**config.mk**
```make
export PLATFORM = sky130hd
export DESIGN_NAME = counter_uart_tx
export DESIGN_NICKNAME = d
export VERILOG_FILES = /design/src/rtl/counter_pkg.sv /design/src/rtl/uart_bit_timer.sv /design/src/rtl/counter_uart_tx.sv
export SDC_FILE = /design/constraint.sdc
export NUM_CORES = 1
export LEC_CHECK = 0
export ABC_CLOCK_PERIOD_IN_PS = 2600
export BUFFER_PORTS_ARGS = -buffer_cell sky130_fd_sc_hd__buf_4
export CAP_MARGIN = 30
export CORE_UTILIZATION = 25
export CTS_CLUSTER_DIAMETER = 100
export DETAILED_ROUTE_END_ITERATION = 6
export GPL_TIMING_DRIVEN = 1
export SYNTH_ARGS = -nofsm -noshare
export SYNTH_HDL_FRONTEND = slang
export SYNTH_HIERARCHICAL = 1
export SYNTH_SLANG_ARGS = --single-unit
```
**constraint.sdc**
```tcl
create_clock -name clk -period 2.6 [get_ports clk]
set_clock_uncertainty 0.05 [all_clocks]
set_input_delay 0.52 -clock clk [delete_from_list [all_inputs] [get_ports clk]]
set_output_delay 0.52 -clock clk [all_outputs]
set_load 0.01 [all_outputs]
```
**src/rtl/counter_pkg.sv**
```systemverilog
// Shared types and constants for the counter UART transmitter.
// Holds the frame FSM state encoding and frame geometry.
package counter_pkg;

  typedef enum logic [1:0] {
    IDLE  = 2'd0,
    START = 2'd1,
    DATA  = 2'd2,
    STOP  = 2'd3
  } state_t;

  localparam int DATA_BITS  = 8;
  localparam int FRAME_BITS = 10;

endpackage

```
**src/rtl/uart_bit_timer.sv**
```systemverilog
// Baud timer: bit_end pulses for one cycle every CLKS_PER_BIT cycles while run is high.
// Ports: clk, rst (async, active-high), run (enable, clears when low) -> bit_end.
module uart_bit_timer #(
  parameter int CLKS_PER_BIT = 16
) (
  input  logic clk,
  input  logic rst,
  input  logic run,
  output logic bit_end
);

  localparam int W = (CLKS_PER_BIT > 1) ? $clog2(CLKS_PER_BIT) : 1;
  localparam logic [W-1:0] LAST = W'(CLKS_PER_BIT - 1);

  logic [W-1:0] cnt;

  always_ff @(posedge clk or posedge rst) begin
    if (rst) begin
      cnt <= '0;
    end else if (!run || cnt == LAST) begin
      cnt <= '0;
    end else begin
      cnt <= cnt + 1'b1;
    end
  end

  assign bit_end = run && (cnt == LAST);

endmodule

```
**src/rtl/counter_uart_tx.sv**
```systemverilog
// Snapshots count_in and sends it as one UART 8N1 frame on request or periodic tick.
// Ports: clk, rst, count_in[7:0], send, auto_en -> tx, busy, done, overrun.
module counter_uart_tx
  import counter_pkg::*;
#(
  parameter int CLKS_PER_BIT = 16,
  parameter int AUTO_PERIOD  = 4096
) (
  input  logic       clk,
  input  logic       rst,
  input  logic [7:0] count_in,
  input  logic       send,
  input  logic       auto_en,
  output logic       tx,
  output logic       busy,
  output logic       done,
  output logic       overrun
);

  localparam int AW = $clog2(AUTO_PERIOD);
  localparam logic [AW-1:0] AUTO_LAST = AW'(AUTO_PERIOD - 1);
  localparam logic [2:0] LAST_BIT = 3'(DATA_BITS - 1);

  state_t        state;
  logic [7:0]    shreg;
  logic [2:0]    bit_cnt;
  logic [AW-1:0] auto_cnt;
  logic          auto_tick;
  logic          trigger;
  logic          trig_q;
  logic          trig_rise;
  logic          bit_end;
  logic          frame_end;

  uart_bit_timer #(
    .CLKS_PER_BIT(CLKS_PER_BIT)
  ) u_timer (
    .clk    (clk),
    .rst    (rst),
    .run    (state != IDLE),
    .bit_end(bit_end)
  );

  always_ff @(posedge clk or posedge rst) begin
    if (rst) begin
      auto_cnt <= '0;
    end else if (!auto_en || auto_cnt == AUTO_LAST) begin
      auto_cnt <= '0;
    end else begin
      auto_cnt <= auto_cnt + 1'b1;
    end
  end

  assign auto_tick = auto_en && (auto_cnt == AUTO_LAST);
  assign trigger   = send | auto_tick;
  // A held request is one request; only a new one can be refused.
  assign trig_rise = trigger & ~trig_q;
  // The STOP boundary also accepts a trigger so frames chain without a gap.
  assign frame_end = (state == STOP) && bit_end;

  always_ff @(posedge clk or posedge rst) begin
    if (rst) begin
      state   <= IDLE;
      shreg   <= '0;
      bit_cnt <= '0;
      tx      <= 1'b1;
      busy    <= 1'b0;
      done    <= 1'b0;
      overrun <= 1'b0;
      trig_q  <= 1'b0;
    end else begin
      done   <= 1'b0;
      trig_q <= trigger;
      unique case (state)
        IDLE: begin
          if (trigger) begin
            state <= START;
            shreg <= count_in;
            tx    <= 1'b0;
            busy  <= 1'b1;
          end
        end
        START: begin
          if (bit_end) begin
            state   <= DATA;
            tx      <= shreg[0];
            bit_cnt <= '0;
          end
        end
        DATA: begin
          if (bit_end) begin
            if (bit_cnt == LAST_BIT) begin
              state <= STOP;
              tx    <= 1'b1;
            end else begin
              shreg   <= shreg >> 1;
              tx      <= shreg[1];
              bit_cnt <= bit_cnt + 1'b1;
            end
          end
        end
        STOP: begin
          if (bit_end) begin
            done <= 1'b1;
            if (trigger) begin
              state <= START;
              shreg <= count_in;
              tx    <= 1'b0;
            end else begin
              state <= IDLE;
              tx    <= 1'b1;
              busy  <= 1'b0;
            end
          end
        end
      endcase
      if (state != IDLE && trig_rise && !frame_end) begin
        overrun <= 1'b1;
      end
    end
  end

endmodule

```
==> flow_metrics.env, run 1 <==
export IMPL_cp_required_ps=2740
export IMPL_port_buffers=15
export IMPL_track_usage_pct=11.3
export IMPL_min_path_type="in -> async"
export IMPL_ys_types=37
export IMPL_post_cts_buffers=0
export IMPL_post_route_period_util_pct=89.7
export IMPL_cts_sinks=34
export IMPL_antenna_cells=0
export IMPL_worstSetupStartpointType="flop"
export IMPL_cts_tree="built"
export IMPL_fp_dieArea_um2=7820
export IMPL_cts_hold_buffers=0
export IMPL_power_frac_seq_pct=56.1
export IMPL_cpPeakStageDelay_ps=440
export IMPL_layout_nets=238
export IMPL_fp_coreArea_um2=7250
export IMPL_vias_per_cell=4.72
export IMPL_async_reset_ff_share_pct=100
export IMPL_nFillCells=763
export IMPL_synth_main_ff_cell="dfrtp_1"
export IMPL_end_kind="flop"
export IMPL_io_pins=16
export IMPL_antenna_found_initial=0
export IMPL_tns_ps=0
export IMPL_grt_max_degree=22
export IMPL_reg2reg_from="state[0]"
export IMPL_syn_area_um2=1870
export IMPL_drc=0
export IMPL_die_w_um=88.4
export IMPL_p_sw_w=0.000226
export IMPL_cp_slowest_cell="dfrtp_1"
export IMPL_path_delay_family="buffers and inverters"
export IMPL_synth_edf_count=0
export IMPL_synthCells=195
export IMPL_p_int_w=0.000732
export IMPL_combPwrFrac_pct=4.7
export IMPL_hpwl_um=2700
export IMPL_startpoint="state[0]"
export IMPL_ant_nets=0
export IMPL_powerDensity_nw_per_um2=435
export IMPL_clkLatencyLatePin_ps=290
export IMPL_power_leakage_nw=1.01
export IMPL_synth_seq_cells=34
export IMPL_ys_seq_area_share_pct=45.6
export IMPL_clk_pin_slew_ps=70
export IMPL_vdd_ir_drop_max_uv=175
export IMPL_timing_worst_setup_path_type="reg -> reg"
export IMPL_cts_inserted_buffers=5
export IMPL_ctsLongestPathBuffers=2
export IMPL_slew_headroom_pct=64.4
export IMPL_grt_setup_unrepaired="no"
export IMPL_htreeDepth=2
export IMPL_fmax_ghz=0.429
export IMPL_multiInputGateArea_um2=941
export IMPL_totalPowerFinal_w=0.000958
export IMPL_crit_top_cell="inv_1"
export IMPL_avgRoutedWirePerCell_um=12.2
export IMPL_totalWireLength_um=3850
export IMPL_final_common_cell="dfrtp_1"
export IMPL_status="complete, no violations"
export IMPL_area_growth_pct=18.0
export IMPL_p_sw_share_pct=23.6
export IMPL_grt_pass1_wl_um=6660
export IMPL_arrival_ps=2470
export IMPL_hold_violations=0
export IMPL_syn_num_nets=217
export IMPL_grt_overflow_total=0
export IMPL_cts_repair_resized=0
export IMPL_final_cell_mix="dfrtp_1, nor2_1, buf_4, inv_1, a21oi_1"
export IMPL_fin_crit_ps=2330
export IMPL_rrSetupSlack_ps=270
export IMPL_worst_slew_pin_slew_ps=534
export IMPL_slew_viol_final=0
export IMPL_yosysWarnings=6
export IMPL_clkPwrFrac_pct=39.2
export IMPL_dr_pass1_iters=4
export IMPL_gp_congestion=0.739
export IMPL_setup_viol=0
export IMPL_path_buf_inv=4
export IMPL_path_cells="inv_1 -> ha_1 -> inv_1 -> inv_1 -> nor2_1 -> inv_1 -> a2111oi_0 -> a21oi_1 -> and3_1"
export IMPL_drv_cap=0
export IMPL_drt_iter0_drc=56
export IMPL_die_h_um=88.4
export IMPL_rr_endpoint="shreg[3]"
export IMPL_fp_row_count=31
export IMPL_cts_root_buf="clkbuf_8"
export IMPL_grt_pass1_vias=1356
export IMPL_drive_above_1_share_pct=15.3
export IMPL_r2r_cells=9
export IMPL_regArea_um2=852
export IMPL_vias=1487
export IMPL_initial_core_util_pct=25.7
export IMPL_worst_path_max_fanout=7
export IMPL_syn_avg_cell_area_um2=9.57
-- synth_stat cells, types with 3 or more instances --
| master | instances | area share, % |
|---|---|---|
| o21bai_1 | 7 | 2.8 |
| a211o_1 | 3 | 1.4 |
| clkbuf_1 | 5 | 1.0 |
| and3_1 | 10 | 3.4 |
| ha_1 | 10 | 6.7 |
| or3_1 | 8 | 2.7 |
| xnor2_1 | 8 | 3.8 |
| inv_1 | 15 | 3.0 |
| o21ai_0 | 7 | 1.9 |
| nor3_1 | 5 | 1.3 |
| a21oi_1 | 13 | 3.5 |
| dfrtp_1 | 33 | 44 |
| nand2_1 | 5 | 1.0 |
| a2111oi_0 | 8 | 3.8 |
| nor2_1 | 26 | 5.2 |
| nand3_1 | 7 | 1.9 |
-- cells by family after synthesis --
kind of cell / synth area share, %
compound gates: 18.4
fa+ha+maj: 6.70
simple gates: 18.8
buf+inv: 4.42
xor+xnor: 4.69
mux: 1.34
flops: 45.6
-- metrics by stage --
| step | utilization, % | hold slack, ps | worst slack, ps | area, µm² | cells |
|---|---|---|---|---|---|
| final | 30.4 | 65.3 | 269 | 2200 | 315 |
| after detailed placement | 29.2 | 380 | 167 | 2110 | 308 |
| after CTS | 30.2 | 61.5 | 153 | 2190 | 315 |
| after global routing | 30.4 | 75.1 | 1.68 | 2200 | 315 |
| after floorplan | - | 236 | 399 | 1870 | 195 |
| after global placement | 29.2 | 379 | 263 | 2110 | 308 |
-- worst max path at each step --
stage	to	slack, ps	depth (start not counted)
2_1_floorplan	shreg[7]	400	9
6_report	shreg[3]	270	9
3_5_place_dp	shreg[7]	170	9
4_1_cts	shreg[7]	150	9
5_1_grt	shreg[5]	2	9
3_3_place_gp	shreg[7]	260	9
-- power by group through the flow --
stage               registers (W)  logic (W)  clock network [W]
CTS                      0.000537  0.0000471           0.000389
global route             0.000538  0.0000528           0.000414
floorplan                0.000547  0.0000230                  0
global placement         0.000547  0.0000469                  0
detailed placement       0.000547  0.0000470                  0
finish                   0.000537  0.0000454           0.000375
-- routing by layer --
metal / wire length (µm) / track usage [%]
met1: 1910 / 16.0
met2: 1710 / 15.5
met3: 146 / 3.26
met4: 81 / 5.72
met5: 0 / 0
-- flip-flops by register name (all words and copies together), names as in the netlist --
signal	count
auto_cnt	12
u_timer/cnt	4
state	2
shreg	8
busy	1
done	1
tx	1
overrun	1
trig_q	1
bit_cnt	3
-- cell type report --
cell class                 instances  share of cell area [%]
multi-input combinational        140                    42.7
inverter                          15                    2.56
clock inverter                     2                   0.455
clock buffer                       5                    3.13
tap                               99                    5.63
sequential                        34                    38.7
timing repair buffer              20                    6.82
Power figures use the tool's default switching activity.
==> run 2: changes to the inputs <==
--- a/config.mk
+++ b/config.mk
@@ -11,7 +11,9 @@
 export CORE_UTILIZATION = 25
 export CTS_CLUSTER_DIAMETER = 100
 export DETAILED_ROUTE_END_ITERATION = 6
+export GPL_ROUTABILITY_DRIVEN = 0
 export GPL_TIMING_DRIVEN = 1
+export MAX_ROUTING_LAYER = met4
 export SYNTH_ARGS = -nofsm -noshare
 export SYNTH_HDL_FRONTEND = slang
 export SYNTH_HIERARCHICAL = 1
==> flow_metrics.env, run 2 (synthesis results as in run 1) <==
export IMPL_worst_path_max_fanout=7
export IMPL_regMostFlops="auto_cnt"
export IMPL_final_cell_mix="dfrtp_1, nor2_1, buf_4, inv_1, a21oi_1"
export IMPL_grt_pass1_vias=1364
export IMPL_grt_setup_unrepaired="no"
export IMPL_largest_register_ffs=12
export IMPL_port_buffers=15
export IMPL_tns_ps=0
export IMPL_p_int_w=0.000732
export IMPL_multiInputGateArea_um2=941
export IMPL_grt_max_degree=22
export IMPL_htreeDepth=2
export IMPL_vias_per_cell=4.71
export IMPL_ant_nets=0
export IMPL_power_frac_seq_pct=56.0
export IMPL_vdd_ir_drop_max_uv=176
export IMPL_die_w_um=88.4
export IMPL_layout_nets=238
export IMPL_rr_endpoint="shreg[0]"
export IMPL_worstSetupStartpointType="flop"
export IMPL_hpwl_um=2700
export IMPL_final_core_util_pct=30.4
export IMPL_end_kind="flop"
export IMPL_cts_inserted_buffers=5
export IMPL_nFillCells=763
export IMPL_fp_row_count=31
export IMPL_cp_required_ps=2740
export IMPL_ctsLongestPathBuffers=2
export IMPL_post_route_period_util_pct=90.2
export IMPL_cts_hold_buffers=0
export IMPL_drv_cap=0
export IMPL_powerDensity_nw_per_um2=435
export IMPL_grt_overflow_total=0
export IMPL_grt_pass1_wl_um=6670
export IMPL_hold_violations=0
export IMPL_reg_top3="auto_cnt: 12 flops, shreg: 8 flops, u_timer/cnt: 4 flops"
export IMPL_clk_pin_slew_ps=70
export IMPL_clkPwrFrac_pct=39.2
export IMPL_antenna_cells=0
export IMPL_io_pins=16
export IMPL_totalPowerFinal_w=0.000959
export IMPL_slew_viol_final=0
export IMPL_status="complete, no violations"
export IMPL_power_leakage_nw=1.01
export IMPL_setup_viol=0
export IMPL_timing_worst_setup_path_type="reg -> reg"
export IMPL_reg2reg_from="state[0]"
export IMPL_min_path_type="in -> async"
export IMPL_drc=0
export IMPL_worst_slew_pin_slew_ps=571
export IMPL_cts_root_buf="clkbuf_8"
export IMPL_vias=1484
export IMPL_r2r_cells=9
export IMPL_dr_pass1_iters=5
export IMPL_p_sw_share_pct=23.6
export IMPL_area_growth_pct=18.0
export IMPL_die_h_um=88.4
export IMPL_slew_headroom_pct=62.0
export IMPL_fin_crit_ps=2350
export IMPL_cts_tree="built"
export IMPL_track_usage_pct=11.7
export IMPL_fp_dieArea_um2=7820
export IMPL_fmax_ghz=0.426
export IMPL_arrival_ps=2480
export IMPL_antenna_found_initial=0
export IMPL_p_sw_w=0.000227
export IMPL_cts_sinks=34
export IMPL_clkLatencyLatePin_ps=290
export IMPL_regArea_um2=852
export IMPL_rrSetupSlack_ps=250
export IMPL_avgRoutedWirePerCell_um=12.4
export IMPL_drt_iter0_drc=56
export IMPL_drive_above_1_share_pct=15.3
export IMPL_totalWireLength_um=3890
export IMPL_final_common_cell="dfrtp_1"
export IMPL_fp_coreArea_um2=7250
export IMPL_combPwrFrac_pct=4.7
export IMPL_initial_core_util_pct=25.7
## run 2: cell counts in the layout (fill, tap and decap cells not counted)
No cell type changed its count.
## run 2: power groups by stage
stage	Clock (W)	Combinational, W	Sequential (W)
2_1_floorplan	0	0.0000230	0.000547
3_3_place_gp	0	0.0000469	0.000547
3_5_place_dp	0	0.0000470	0.000547
4_1_cts	0.000389	0.0000471	0.000537
5_1_grt	0.000417	0.0000527	0.000538
6_report	0.000376	0.0000453	0.000537
## run 2: per-layer routing
metal  vias to the layer above  wire (µm)  global-route usage [%]
li1                        743          -                       -
met1                       716       1950                    15.9
met2                        20       1720                    15.6
met3                         5        165                    4.01
met4                         0         61                    4.84
met5                         -          0                       -
## run 2: per-stage QoR
stage	setup WS, ps	hold WS (ps)	area [µm²]	cells
3_5_place_dp	167	380	2110	308
3_3_place_gp	263	379	2110	308
4_1_cts	153	61.5	2190	315
2_1_floorplan	399	236	1870	195
5_1_grt	1.73	70.8	2200	315
6_report	255	63.9	2200	315
## run 2: area by class of cell
| cell class | instances | share of cell area [%] |
|---|---|---|
| Tap cell | 99 | 5.63 |
| Clock buffer | 5 | 3.13 |
| Clock inverter | 2 | 0.455 |
| Inverter | 15 | 2.56 |
| Timing Repair Buffer | 20 | 6.82 |
| Multi-Input combinational cell | 140 | 42.7 |
| Sequential cell | 34 | 38.7 |
## run 2: what timing repair did
action                                  4_1_cts  5_1_grt
gates resized for setup                       0        4
endpoints found under the hold margin         0        0
buffers inserted                              0        0
endpoints found under the setup margin        0        4
## run 2: how the worst max path moves through the flow
| stage | startpoint | cells after the start | slack [ps] | endpoint |
|---|---|---|---|---|
| 6_report | state[0] | 9 | 250 | shreg[0] |
| 4_1_cts | state[0] | 9 | 150 | shreg[7] |
| 5_1_grt | state[0] | 9 | 2 | shreg[5] |
| 3_3_place_gp | state[0] | 9 | 260 | shreg[7] |
| 3_5_place_dp | state[0] | 9 | 170 | shreg[7] |
| 2_1_floorplan | state[0] | 9 | 400 | shreg[7] |
## run 2: critical path, stage by stage (launching register included)
cell and delay [ps]:
dfrtp_1 440, inv_1 120, ha_1 270, inv_1 120
inv_1 90, nor2_1 260, inv_1 200, a2111oi_0 420
a21oi_1 120, and3_1 170
